**src/rtl/ser_cmd_arbiter.sv**
```systemverilog
// ser_cmd_arbiter
//
// Shares one serializer command channel between NUM_REQ requesters. Each
// requester has a single-entry slot holding an (address, command) pair.
// Full slots are served round-robin. A command whose address is outside
// 1..NUM_OBJ is rejected without reaching the serializer. An accepted command
// is presented to the serializer for one cycle. The arbiter then follows the
// serializer's busy handshake and reports completion, rejection or a start
// timeout back to the owning requester.
//
// Ports
//   clk_i       clock; all state updates on posedge
//   rst_i       asynchronous reset, active low
//   req_val_i   per-requester command valid
//   req_addr_i  per-requester 5-bit object address, requester r at [5r+4:5r]
//   req_cmd_i   per-requester command bit
//   req_rdy_o   per-requester slot free
//   req_done_o  one-cycle pulse: command fully shifted out
//   req_err_o   one-cycle pulse: bad address or start timeout
//   busy_i      serializer busy
//   data_o      serializer command word {addr, cmd}
//   data_val_o  serializer command valid, one-cycle pulse
//   grant_o     index of the requester owning the channel
//   timeout_o   one-cycle pulse when busy_i fails to rise in time
module ser_cmd_arbiter #(
    parameter int NUM_REQ       = 4,
    parameter int NUM_OBJ       = 18,
    parameter int START_TIMEOUT = 15
) (
    input  logic                 clk_i,
    input  logic                 rst_i,
    input  logic [NUM_REQ-1:0]   req_val_i,
    input  logic [5*NUM_REQ-1:0] req_addr_i,
    input  logic [NUM_REQ-1:0]   req_cmd_i,
    output logic [NUM_REQ-1:0]   req_rdy_o,
    output logic [NUM_REQ-1:0]   req_done_o,
    output logic [NUM_REQ-1:0]   req_err_o,
    input  logic                 busy_i,
    output logic [5:0]           data_o,
    output logic                 data_val_o,
    output logic [2:0]           grant_o,
    output logic                 timeout_o
);

    localparam int IDX_W = $clog2(NUM_REQ);
    localparam int IW1   = IDX_W + 1;
    localparam int CNT_W = $clog2(START_TIMEOUT + 1);

    typedef enum logic [1:0] {
        S_IDLE,
        S_ISSUE,
        S_WAIT_START,
        S_WAIT_DONE
    } state_t;

    state_t             state;
    state_t             state_nxt;

    logic [NUM_REQ-1:0] slot_full;
    logic [4:0]         slot_addr [NUM_REQ];
    logic [NUM_REQ-1:0] slot_cmd;

    logic [IDX_W-1:0]   ptr;
    logic [IDX_W-1:0]   gnt;
    logic [CNT_W-1:0]   cnt;

    logic               sel_any;
    logic [IDX_W-1:0]   sel_idx;
    logic [IDX_W:0]     scan_idx;

    logic               do_grant;
    logic               do_reject;
    logic               do_free;
    logic               do_timeout;
    logic               do_done;

    function automatic logic addr_ok(input logic [4:0] a);
        return (a != 5'd0) && (a <= 5'(NUM_OBJ));
    endfunction

    function automatic logic [IDX_W-1:0] wrap_inc(input logic [IDX_W-1:0] i);
        return (i == IDX_W'(NUM_REQ - 1)) ? '0 : i + 1'b1;
    endfunction

    assign req_rdy_o  = ~slot_full;
    assign data_val_o = (state == S_ISSUE);
    assign grant_o    = 3'(gnt);

    // First full slot at or after the pointer, wrapping around.
    always_comb begin
        sel_any  = 1'b0;
        sel_idx  = '0;
        scan_idx = '0;
        for (int i = 0; i < NUM_REQ; i++) begin
            scan_idx = {1'b0, ptr} + IW1'(i);
            if (scan_idx >= IW1'(NUM_REQ)) begin
                scan_idx = scan_idx - IW1'(NUM_REQ);
            end
            if (!sel_any && slot_full[scan_idx[IDX_W-1:0]]) begin
                sel_any = 1'b1;
                sel_idx = scan_idx[IDX_W-1:0];
            end
        end
    end

    always_ff @(posedge clk_i or negedge rst_i) begin
        if (!rst_i) begin
            state <= S_IDLE;
        end else begin
            state <= state_nxt;
        end
    end

    always_comb begin
        state_nxt  = state;
        do_grant   = 1'b0;
        do_reject  = 1'b0;
        do_free    = 1'b0;
        do_timeout = 1'b0;
        do_done    = 1'b0;
        case (state)
            S_IDLE: begin
                // A busy serializer here is still draining an earlier
                // transfer (e.g. one started before a reset), so hold off.
                if (!busy_i && sel_any) begin
                    do_grant = 1'b1;
                    if (addr_ok(slot_addr[sel_idx])) begin
                        state_nxt = S_ISSUE;
                    end else begin
                        do_reject = 1'b1;
                    end
                end
            end
            S_ISSUE: begin
                do_free   = 1'b1;
                state_nxt = S_WAIT_START;
            end
            S_WAIT_START: begin
                if (busy_i) begin
                    state_nxt = S_WAIT_DONE;
                end else if (cnt == CNT_W'(START_TIMEOUT - 1)) begin
                    // This is the START_TIMEOUT-th idle cycle.
                    do_timeout = 1'b1;
                    state_nxt  = S_IDLE;
                end
            end
            S_WAIT_DONE: begin
                if (!busy_i) begin
                    do_done   = 1'b1;
                    state_nxt = S_IDLE;
                end
            end
            default: state_nxt = S_IDLE;
        endcase
    end

    // Grant bookkeeping, serializer word and status pulses.
    always_ff @(posedge clk_i or negedge rst_i) begin
        if (!rst_i) begin
            ptr        <= '0;
            gnt        <= '0;
            cnt        <= '0;
            data_o     <= '0;
            req_done_o <= '0;
            req_err_o  <= '0;
            timeout_o  <= 1'b0;
        end else begin
            req_done_o <= '0;
            req_err_o  <= '0;
            timeout_o  <= 1'b0;
            if (do_grant) begin
                ptr <= wrap_inc(sel_idx);
                gnt <= sel_idx;
                if (do_reject) begin
                    req_err_o[sel_idx] <= 1'b1;
                end else begin
                    data_o <= {slot_addr[sel_idx], slot_cmd[sel_idx]};
                end
            end
            if (state == S_ISSUE) begin
                cnt <= '0;
            end else if (state == S_WAIT_START && !busy_i) begin
                cnt <= cnt + 1'b1;
            end
            if (do_timeout) begin
                timeout_o      <= 1'b1;
                req_err_o[gnt] <= 1'b1;
            end
            if (do_done) begin
                req_done_o[gnt] <= 1'b1;
            end
        end
    end

    // Slot occupancy. Accept and free never collide: a slot only frees
    // while full and only accepts while empty.
    always_ff @(posedge clk_i or negedge rst_i) begin
        if (!rst_i) begin
            slot_full <= '0;
        end else begin
            for (int r = 0; r < NUM_REQ; r++) begin
                if ((do_free && gnt == IDX_W'(r)) ||
                    (do_reject && sel_idx == IDX_W'(r))) begin
                    slot_full[r] <= 1'b0;
                end else if (req_val_i[r] && !slot_full[r]) begin
                    slot_full[r] <= 1'b1;
                end
            end
        end
    end

    // Slot payload is only meaningful while the slot is full.
    always_ff @(posedge clk_i) begin
        for (int r = 0; r < NUM_REQ; r++) begin
            if (req_val_i[r] && !slot_full[r]) begin
                slot_addr[r] <= req_addr_i[5*r +: 5];
                slot_cmd[r]  <= req_cmd_i[r];
            end
        end
    end

endmodule

```
**config.mk**
```make
export PLATFORM = sky130hd
export DESIGN_NAME = ser_cmd_arbiter
export DESIGN_NICKNAME = d
export VERILOG_FILES = /design/src/rtl/ser_cmd_arbiter.sv
export SDC_FILE = /design/constraint.sdc
export NUM_CORES = 1
export LEC_CHECK = 0
export ABC_AREA = 0
export CAP_MARGIN = 25
export CORE_AREA = 2 2 79 81
export DETAILED_ROUTE_END_ITERATION = 8
export DIE_AREA = 0 0 81 83
export PLACE_DENSITY = 0.74
export SETUP_SLACK_MARGIN = 0.2
export SYNTH_ARGS = -nofsm -noshare
export SYNTH_HDL_FRONTEND = slang
export SYNTH_SLANG_ARGS = --single-unit
```
**constraint.sdc**
```tcl
create_clock -name clk_i -period 2.16 [get_ports clk_i]
set_input_delay 0.432 -clock clk_i [delete_from_list [all_inputs] [get_ports clk_i]]
set_output_delay 0.432 -clock clk_i [all_outputs]
set_load 0.005 [all_outputs]
```
## Word-level counts from Yosys, hierarchy flattened

Memory sizes are Yosys's and may differ from the RTL's.
Cells that the tools add are included.
W data, S select, Z words.

- Bits in registers: 33
- Logic and storage cells: 166
- Memories: 1
- Output and inout bits: 23
- RAM bits: 20
- Input port bits: 31

- Reduce and logical (&&, ||, !) cells: 43
- Multiplexer cells: 67
- Add/sub/neg operators: 9
- $lt $le $gt $ge: 13
- Equality and inequality tests: 14
- Bitwise logic cells: 3

Memories:

| name | depth | bits a word | read ports | clocked after memory_dff | wr ports | line | source |
|---|---|---|---|---|---|---|---|
| slot_addr | 4 | 5 | 1 | 0 | 4 | 60 | `logic [4:0] slot_addr [NUM_REQ];` |

Operators by type and width:

| kind | count |
|---|---|
| $mux W1 | 39 |
| $mux W2 | 14 |
| $mux W4 | 6 |
| $logic_and A1 B1 Y1 | 20 |
| $lt A2 B3 Y1 const B | 6 |
| $eq A2 B2 Y1 const B | 6 |
| $bmux W1 S2 | 5 |
| $reduce_bool A2 Y1 | 5 |
| $ge A3 B3 Y1 const B | 3 |
| $logic_not A1 Y1 | 8 |
| $pmux W2 S4 | 1 |
| $sub A2 B1 Y2 const B | 4 |
| $add A2 B2 Y3 const B | 2 |
| $eq A2 B1 Y1 const B | 3 |
| $logic_not A2 Y1 | 3 |
| $ne A2 B2 Y1 const B | 3 |
| $le A5 B5 Y1 const B | 1 |
| $reduce_bool A5 Y1 | 1 |
| $add A4 B1 Y4 const B | 1 |
| $demux W1 S2 | 2 |
| $eq A4 B4 Y1 const B | 1 |
| $ge A2 B1 Y1 const B | 2 |
| $logic_or A1 B1 Y1 | 4 |
| $not A4 Y4 | 1 |
| 8 further kinds | 8 |

## Depth between registers and ports, before layout

Gate-level depths: netlist of the first run.
An unclocked memory read counts as a cell.

- Depth after elaboration: 24
- Gate-level depth with buffers: 9
- Depth with buffers taken out: 9

## Worst setup path before layout of the first run

Ideal clock, no wire load.

- Kind: register to register
- Start: register slot_full[2]
- End: register data_o[0]
- Data required time: 2,035 ps
- Library setup time: 125 ps
- Arrival: 2,203 ps
- Stages on the path, launching flop included: 9
- Path slack: -168 ps
- Cells stage by stage: dfrtp_1 and2b_4 a211oi_4 nor2_8 mux2i_1 mux2_4 o21a_4 o221ai_4 mux2_4

- Cells in the longest elaborated chain, start to end: 20

RTL lines:

| item | line | source |
|---|---|---|
| from (decl) | 59 | `logic [NUM_REQ-1:0] slot_full;` |
| from (signal assigned) | 199 | `slot_full <= '0;` |
| from (signal, indexed assignment) | 204 | `slot_full[r] <= 1'b0;` |
| from (signal, indexed assignment) | 206 | `slot_full[r] <= 1'b1;` |
| $bmux W1 S2 | 99 | `if (!sel_any && slot_full[scan_idx[IDX_W-1:0]]) begin` |
| $mux W1 (implied by the code) | 99 |  |
| $mux W1 | 99 |  |
| $logic_not A1 Y1 | 99 |  |
| $logic_and A1 B1 Y1 | 99 |  |
| $mux W1 | 99 |  |
| $logic_not A1 Y1 | 99 |  |
| $logic_and A1 B1 Y1 | 99 |  |
| [4 not listed] | -- |  |
| named net sel_idx[1] | 68 | `logic [IDX_W-1:0] sel_idx;` |
| $mem_v2 Z4 W5 | -- |  |
| $le A5 B5 Y1 or $reduce_bool A5 Y1 (tied branches) | 78 | `return (a != 5'd0) && (a <= 5'(NUM_OBJ));` |
| $logic_and A1 B1 Y1 | 78 |  |
| $mux W1 | 127 | `if (addr_ok(slot_addr[sel_idx])) begin` |
| $mux W1 | 125 | `if (!busy_i && sel_any) begin` |
| $mux W1 | 121 | `case (state)` |
| $not A1 Y1 (no source line) | -- |  |
| $reduce_and A2 Y1 (no source line) | -- |  |
| to (signal assigned) | 177 | `data_o <= {slot_addr[sel_idx], slot_cmd[sel_idx]};` |
| to (decl) | 39 | `output logic [5:0] data_o,` |

The timed path passes the listed nets; every way through them passes the cells marked *. The select of a mux whose other input is x is not followed.
A chain may end at the register's enable or synchronous reset.

## Worst setup path after layout of the first run

- Start: register slot_full[0]
- End: register data_o[0]

- Cells in the longest elaborated chain, start to end: 20

RTL lines:

| item | line |
|---|---|
| $bmux W1 S2 | 99 |
| $mux W1 (implied by the code) | 99 |
| $mux W1 | 99 |
| $logic_not A1 Y1 | 99 |
| $logic_and A1 B1 Y1 | 99 |
| $mux W1 | 99 |
| $logic_not A1 Y1 | 99 |
| $logic_and A1 B1 Y1 | 99 |
| [4 not listed] | -- |
| $mem_v2 Z4 W5 | -- |
| $le A5 B5 Y1 or $reduce_bool A5 Y1 (tied branches) | 78 |
| $logic_and A1 B1 Y1 | 78 |
| $mux W1 | 127 |
| $mux W1 | 125 |
| $mux W1 | 121 |
| $not A1 Y1 (no source line) | -- |
| $reduce_and A2 Y1 (no source line) | -- |

Several ways; a longest one is shown, not always the timed one. The select of a mux whose other input is x is not followed.

==> qor.yml, run 1 <==
status:
  status: "finished with violations"
  violations: "setup timing"
cells_and_area:
  layout.nets: 335
  fillers: 469
  drive_above_1_share_pct: 27.4
  instances_no_fill: 374
  diodes: 0
  post-route-util_pct: 61.9
  areaGrowthSynthToFinish_pct: 38.2
clock_tree:
  cts_tree: "done"
  path_clk_slew_ps: 90
  cts_made_buffers: 5
  htree_levels: 2
  clock_latency_ps: 300
  clock_path_buffers: 2
  cts_hold_buffers: 0
  cts_root_buffer: "clkbuf_8"
  cts_sinks: 53
die:
  die_w_um: 81
  die_area_mm2: 0.00672
  initial_core_util_pct: 44.8
  pin_count: 54
  core_area_mm2: 0.00582
  fp-row-count: 28
  die_h_um: 83
setup_path:
  endpoint_kind: "register"
  crit_path_start_kind: "register"
  worstPathCellList: "inv_2 > o22ai_1 > a211oi_2 > buf_4 > mux2_4 > o21a_4 > o221ai_4 > mux2_4"
  worst_r2r_startpoint: "slot_full[0]"
  critical-path-slowest-cell: "dfrtp_2"
  crit_end: "data_o[0]"
  critPathRequiredTime_ps: 2360
  rr_worst_depth: 8
  cp-startpoint: "slot_full[0]"
  cp_slowest_stage_delay_ps: 470
  critPathMostFrequentCell: "mux2_4"
  reg2reg_slack_ps: -180
  crit_fanout: 4
  criticalPathCategory: "reg2reg"
  worst_ep_arrival_time_ps: 2540
  r2r_end: "data_o[0]"
placement:
  io_buffers: 52
  dp_hpwl_um: 4220
  gp_congestion: 0.917
  place_inst: 361
detailed_routing:
  vias_per_cell: 5.28
  firstDrtPassIters: 4
  vias: 1974
  wl_um: 5720
  first_iter_violations: 201
  ant_nets: 0
  avgRoutedWirePerCell_um: 15.3
  drc: 0
sta:
  fin_skew_ps: 8.44
  hold_ws_ps: 502
  final-max-slew-violation-count: 0
  finalHoldViolCount: 0
  setup_viol_count_final: 15
  setup_slack_ps: -180
  rsz0062_at_grt: "true"
  fin_crit_ps: 2340
  post-route-period-util_pct: 108
  max_freq_ghz: 0.427
logic_synthesis:
  ys_ff_latch: 53
  ys_seq_area_share_pct: 55.5
  ys.flop_type: "dfrtp_1"
  ys_types: 52
  syn_inst: 208
  syn_area_per_cell_um2: 12.5
  async_flop_share_pct: 54.7
  yosys.area.top_type_share_pct: 27.9
  syn_nets: 245
  yosys_warnings: 0
  netlist_area_mm2: 0.00260
  synth.area.top_cells: "dfrtp_1 28%, edfxtp_1 28%, ha_1 2.9%"
  synth-edff-count: 24
  synth_area_leader_cell: "dfrtp_1"
grt:
  grt_pass1_wl_um: 9270
  track_usage_pct: 18.0
  grt_pass1_vias: 1887
  antenna_found_initial: 0
  overflow: 0
  grt_max_degree: 30
job:
  maxCapViolCount: 0
power_and_ir_drop:
  internal-power_uw: 3370
  power_switching_uw: 2170
  pwr-share-seq_pct: 28.5
  power_frac_clock_pct: 11.9
  p_comb_share_pct: 59.6
  irDropWorstVdd_mv: 0.690
  swShare_pct: 39.2
  power_leakage_uw: 0.00150
  power.density_mw_per_mm2: 1540
worst_hold_path:
  hp-class: "in2async"
## placed cells by master (no fill, tap or decap), types with 2 or more instances in the layout
| master | count |
|---|---|
| mux2_2 | 3 |
| mux2_4 | 4 |
| a21oi_2 | 2 |
| a21o_1 | 2 |
| nand3b_1 | 2 |
| a32o_1 | 2 |
| nand2_1 | 9 |
| nand2b_1 | 5 |
| edfxtp_1 | 24 |
| o2bb2ai_1 | 2 |
| o21ai_0 | 9 |
| nor2_1 | 10 |
| a21oi_1 | 7 |
| nand2_4 | 3 |
| buf_6 | 2 |
| dfrtp_1 | 26 |
| ha_1 | 5 |
| clkdlybuf4s50_1 | 52 |
| o21ai_1 | 6 |
| a31oi_1 | 5 |
| inv_1 | 8 |
| buf_4 | 36 |
| nand3_2 | 2 |
| and3_1 | 3 |
| inv_2 | 2 |
| nand3_1 | 10 |
| mux2i_1 | 7 |
| nor3_1 | 4 |
| nor2b_1 | 3 |
| dfrtp_2 | 3 |
| and2b_2 | 4 |
| clkbuf_8 | 5 |
| o22ai_1 | 5 |
## cell usage after synthesis (all sizes together) (2+ instances only)
library cell,number
nor3,4
mux2,7
nand2b,6
dfrtp,29
a31oi,5
and2b,6
a211oi,3
nand3,12
mux2i,7
nand2,12
o2bb2ai,2
a21oi,9
and3,3
inv,10
o22ai,6
clkbuf,3
nor2b,3
a21o,2
buf,5
nand3b,2
o21ai,15
a32o,3
nor2,11
ha,6
edfxtp,24
## state kept, by name, indices dropped and copies added, names as in the netlist
signal,cells
timeout_o,1
state,2
cnt,4
req_done_o,4
slot_full,4
slot_addr,20
ptr,2
gnt,2
data_o,6
slot_cmd,4
req_err_o,4
## worst max-delay path: cells and delay by family, from the launching register on
family | cells | cell delay [ps]
compound gates | 4 | 860
mux | 2 | 620
flops | 1 | 470
buf+inv | 2 | 290
## metal layers
layer / vias up / track usage, % / routed length (µm) / share of wire [%]
li1: 951 / - / - / -
met1: 951 / 25.8 / 2650 / 46
met2: 56 / 27.2 / 2690 / 47
met3: 16 / 3.37 / 236 / 4.1
met4: 0 / 6.32 / 143 / 2.5
met5: - / 0 / 0 / 0
## timing repair
item | in CTS | in global routing
buffers inserted | 1 | 3
gates cloned | 0 | 1
pin swaps | 3 | 4
gates resized for setup | 6 | 12
setup endpoints to repair | 17 | 17
## kinds of logic (layout without fill, tap and decap cells)
family	count (synthesis)	in the layout	share of synthesized area [%]
simple gates	62	62	13.9
flops	53	53	55.5
buf+inv	18	108	4.85
fa+ha+maj	6	6	2.88
mux	14	14	6.29
compound gates	54	55	16.4
other cells	1	1	0.144
## power groups by stage
stage	Combinational [µW]	Clock (µW)	Sequential, µW
final	3300	660	1580
after global routing	3590	727	1610
after CTS	3070	680	1550
after detailed placement	3000	0	1570
after global placement	2940	0	1560
after floorplan	1880	0	1520
## cell type report
type	instances	area (µm²)	share of cell area, %
sequential	53	1450	40.3
multi-input combinational	138	1090	30.4
timing repair buffer	90	813	22.6
tap	75	93.8	2.61
clock buffer	6	72.6	2.02
clock inverter	2	38.8	1.08
inverter	10	37.5	1.04
## worst min path at each step
stage,startpoint,depth (start not counted),to
3_3_place_gp,data_o[3],1,data_o[3]
2_1_floorplan,rst_i,0,cnt[0]
4_1_cts,rst_i,2,slot_full[1]
3_5_place_dp,data_o[3],1,data_o[3]
5_1_grt,rst_i,2,cnt[1]
6_report,rst_i,2,cnt[1]
## per-stage QoR
| step | instance area (µm²) | worst slack [ps] | TNS [ps] | total power, µW |
|---|---|---|---|---|
| 6_report | 3600 | -180 | -1710 | 5540 |
| 2_1_floorplan | 2610 | -168 | -221 | 3400 |
| 4_1_cts | 3520 | -199 | -2180 | 5310 |
| 3_3_place_gp | 3390 | -135 | -1170 | 4500 |
| 3_5_place_dp | 3390 | -215 | -2350 | 4570 |
| 5_1_grt | 3600 | -282 | -3390 | 5930 |
Power figures use the tool's default switching activity.
==> inputs of run 2 (changes only) <==
- GPL_TIMING_DRIVEN: unset -> 0
- SLEW_MARGIN: unset -> 10
==> run 2 against run 1 <==
  * The flow still finishes with violations (setup timing)
  * Clock skew grew 2.5 ps
  * Global-route usage shrank 0.12 points
  * Sequential cell count is the same
  * Routed wire length grew 3.9%
  * Sequential share of layout area grew 0.097 points
  * Largest power group unchanged
==> qor.yml, run 2 (synthesis results as in run 1) <==
clock_tree:
  cts_tree: "done"
  htree_levels: 2  # unchanged
  cts_sinks: 53  # unchanged
  clock_path_buffers: 2  # unchanged
  cts_made_buffers: 5  # unchanged
  cts_root_buffer: "clkbuf_8"
  cts_hold_buffers: 0  # unchanged
  path_clk_slew_ps: 100  # about the same
  clock_latency_ps: 300  # about the same
sta:
  final-max-slew-violation-count: 0  # unchanged
  fin_crit_ps: 2380  # +39.3 ps
  fin_skew_ps: 10.9  # +2.51 ps
  slew_headroom_pct: 44.5
  rsz0062_at_grt: "true"
  post-route-period-util_pct: 110  # +1.8 points
  worstMarginPinSlew_ps: 824
  tns_ps: -2380  # -667 ps
  setup_viol_count_final: 15  # unchanged
  hold_ws_ps: 148  # -355 ps
  setup_slack_ps: -219  # -39.3 ps
  max_freq_ghz: 0.420  # -1.7%
  finalHoldViolCount: 0  # unchanged
job:
  maxCapViolCount: 0  # unchanged
cells_and_area:
  layout_common_cells: "49 x clkdlybuf4s50_1, 24 x buf_4, 24 x dfrtp_1, 24 x edfxtp_1, 10 x nand3_1"
  mostFrequentLayoutCell: "clkdlybuf4s50_1"
  drive_above_1_share_pct: 27.6  # +0.13 points
  largest-register: "slot_addr"
  reg_top3: "slot_addr: 20 flops, data_o: 6 flops"
  diodes: 0  # unchanged
  layout.nets: 330  # -1.5%
  largest_reg_flops: 20  # unchanged
  instances_no_fill: 369  # -1.3%
  areaGrowthSynthToFinish_pct: 38.1  # about the same
  fillers: 486  # +3.6%
setup_path:
  crit_path_start_kind: "register"
  criticalPathCategory: "reg2reg"
  cp_slowest_stage_delay_ps: 480  # about the same
  worst_ep_arrival_time_ps: 2580  # +40 ps
  critPathMostFrequentCell: "mux2_4"
  worstPathCellList: "inv_2 > o22ai_1 > a211oi_2 > buf_6 > buf_4 > mux2_4 > buf_12 > o221ai_4 > mux2_4"
  critical-path-slowest-cell: "dfrtp_2"
  critPathRequiredTime_ps: 2360  # about the same
  reg2reg_slack_ps: -220  # -40 ps
  crit_fanout: 6  # +2
  endpoint_kind: "register"
power_and_ir_drop:
  irDropWorstVdd_mv: 0.695  # +0.78%
  total_power_uw: 5650  # +2.1%
  power.density_mw_per_mm2: 1570  # +2.2%
  power_leakage_uw: 0.00149  # -0.75%
detailed_routing:
  first_iter_violations: 219  # +9.0%
  wl_um: 5940  # +3.9%
  firstDrtPassIters: 4  # unchanged
  vias: 1962  # -0.61%
  vias_per_cell: 5.32  # +0.74%
  ant_nets: 0  # unchanged
  drc: 0  # unchanged
  avgRoutedWirePerCell_um: 16.1  # +5.3%
grt:
  grt_pass1_vias: 1885  # -0.11%
  antenna_found_initial: 0  # unchanged
  track_usage_pct: 17.9  # -0.12 points
  use_met2_pct: 28.5  # +1.3 points
  grt_use_met1_pct: 24.3  # -1.6 points
  grt_max_degree: 30  # unchanged
  grt_use_met3_pct: 3.15  # -0.22 points
  grt_pass1_wl_um: 9210  # -0.59%
  grt_busiest_layer: "met2"
  overflow: 0  # unchanged
die:
  pin_count: 54  # unchanged
  initial_core_util_pct: 44.8  # unchanged
  die_area_mm2: 0.00672  # unchanged
  fp-row-count: 28  # unchanged
  die_w_um: 81  # unchanged
  die_h_um: 83  # unchanged
  core_area_mm2: 0.00582  # unchanged
placement:
  place_inst: 334  # -7.5%
  io_buffers: 51  # -1.9%
  dp_hpwl_um: 3710  # -12%
  gp_congestion: 0.825  # -10%
status:
  violations: "setup timing"
  status: "finished with violations"
worst_hold_path:
  hp-class: "in2async"
-- run 2: cell count changes in the layout (fill, tap and decap cells not counted), moves of 3 or more --
cell             change
clkdlybuf4s50_1      -3
clkbuf_8             +3
buf_4               -12
buf_6                +3
-- run 2: timing repair --
item                                    CTS  global route
endpoints found under the hold margin     0             0
endpoints found under the setup margin   20            21
gates resized for setup                  10            22
setup buffers                            12            14
gates cloned                              0             1
pin swaps                                 5            11
-- run 2: power breakdown --
group	internal (µW)	switching (µW)	total, µW
logic	1800	1740	3540
clock network	262	310	572
registers	1330	222	1550
-- run 2: area by class of cell --
class                   count  area [µm²]  area share (%)
flip-flops and latches     53        1450            40.4
multi-input cells         138        1110            30.7
repair buffers             77         727            20.2
well taps                  75        93.8            2.61
plain buffers               8        88.8            2.47
clock buffers               7        86.3            2.40
inverters                  10        37.5            1.04
clock inverters             1        6.26           0.174
-- run 2: routing by layer --
layer	vias to the layer above	routed length [µm]
li1	940	-
met1	941	2540
met2	70	2970
met3	11	287
met4	0	137
met5	-	0
-- run 2: worst max-delay path, delay by kind of cell, from the launching register on --
| kind | cells | cell delay, ps |
|---|---|---|
| multiplexers | 2 | 630 |
| AO/OA/AOI/OAI | 3 | 610 |
| buffers and inverters | 4 | 540 |
| flip-flops | 1 | 480 |
-- run 2: per-stage QoR --
stage	setup WS [ps]	instance area, µm²	utilization (%)
2_1_floorplan	-168	2610	-
3_3_place_gp	-362	3210	55.2
3_5_place_dp	-384	3200	55.1
4_1_cts	-217	3410	58.7
5_1_grt	-320	3600	61.9
6_report	-219	3600	61.9
-- run 2: worst paths after layout --
kind	from	end	cells after the start
worst max-delay path	slot_full[0]	data_o[0]	9
worst max register to register	slot_full[0]	data_o[0]	9
min in group clk_i	busy_i	state[0]	3
max in group asynchronous	rst_i	slot_full[3]	1
worst min register to register	data_o[3]	data_o[3]	1
worst min-delay path	rst_i	cnt[2]	1
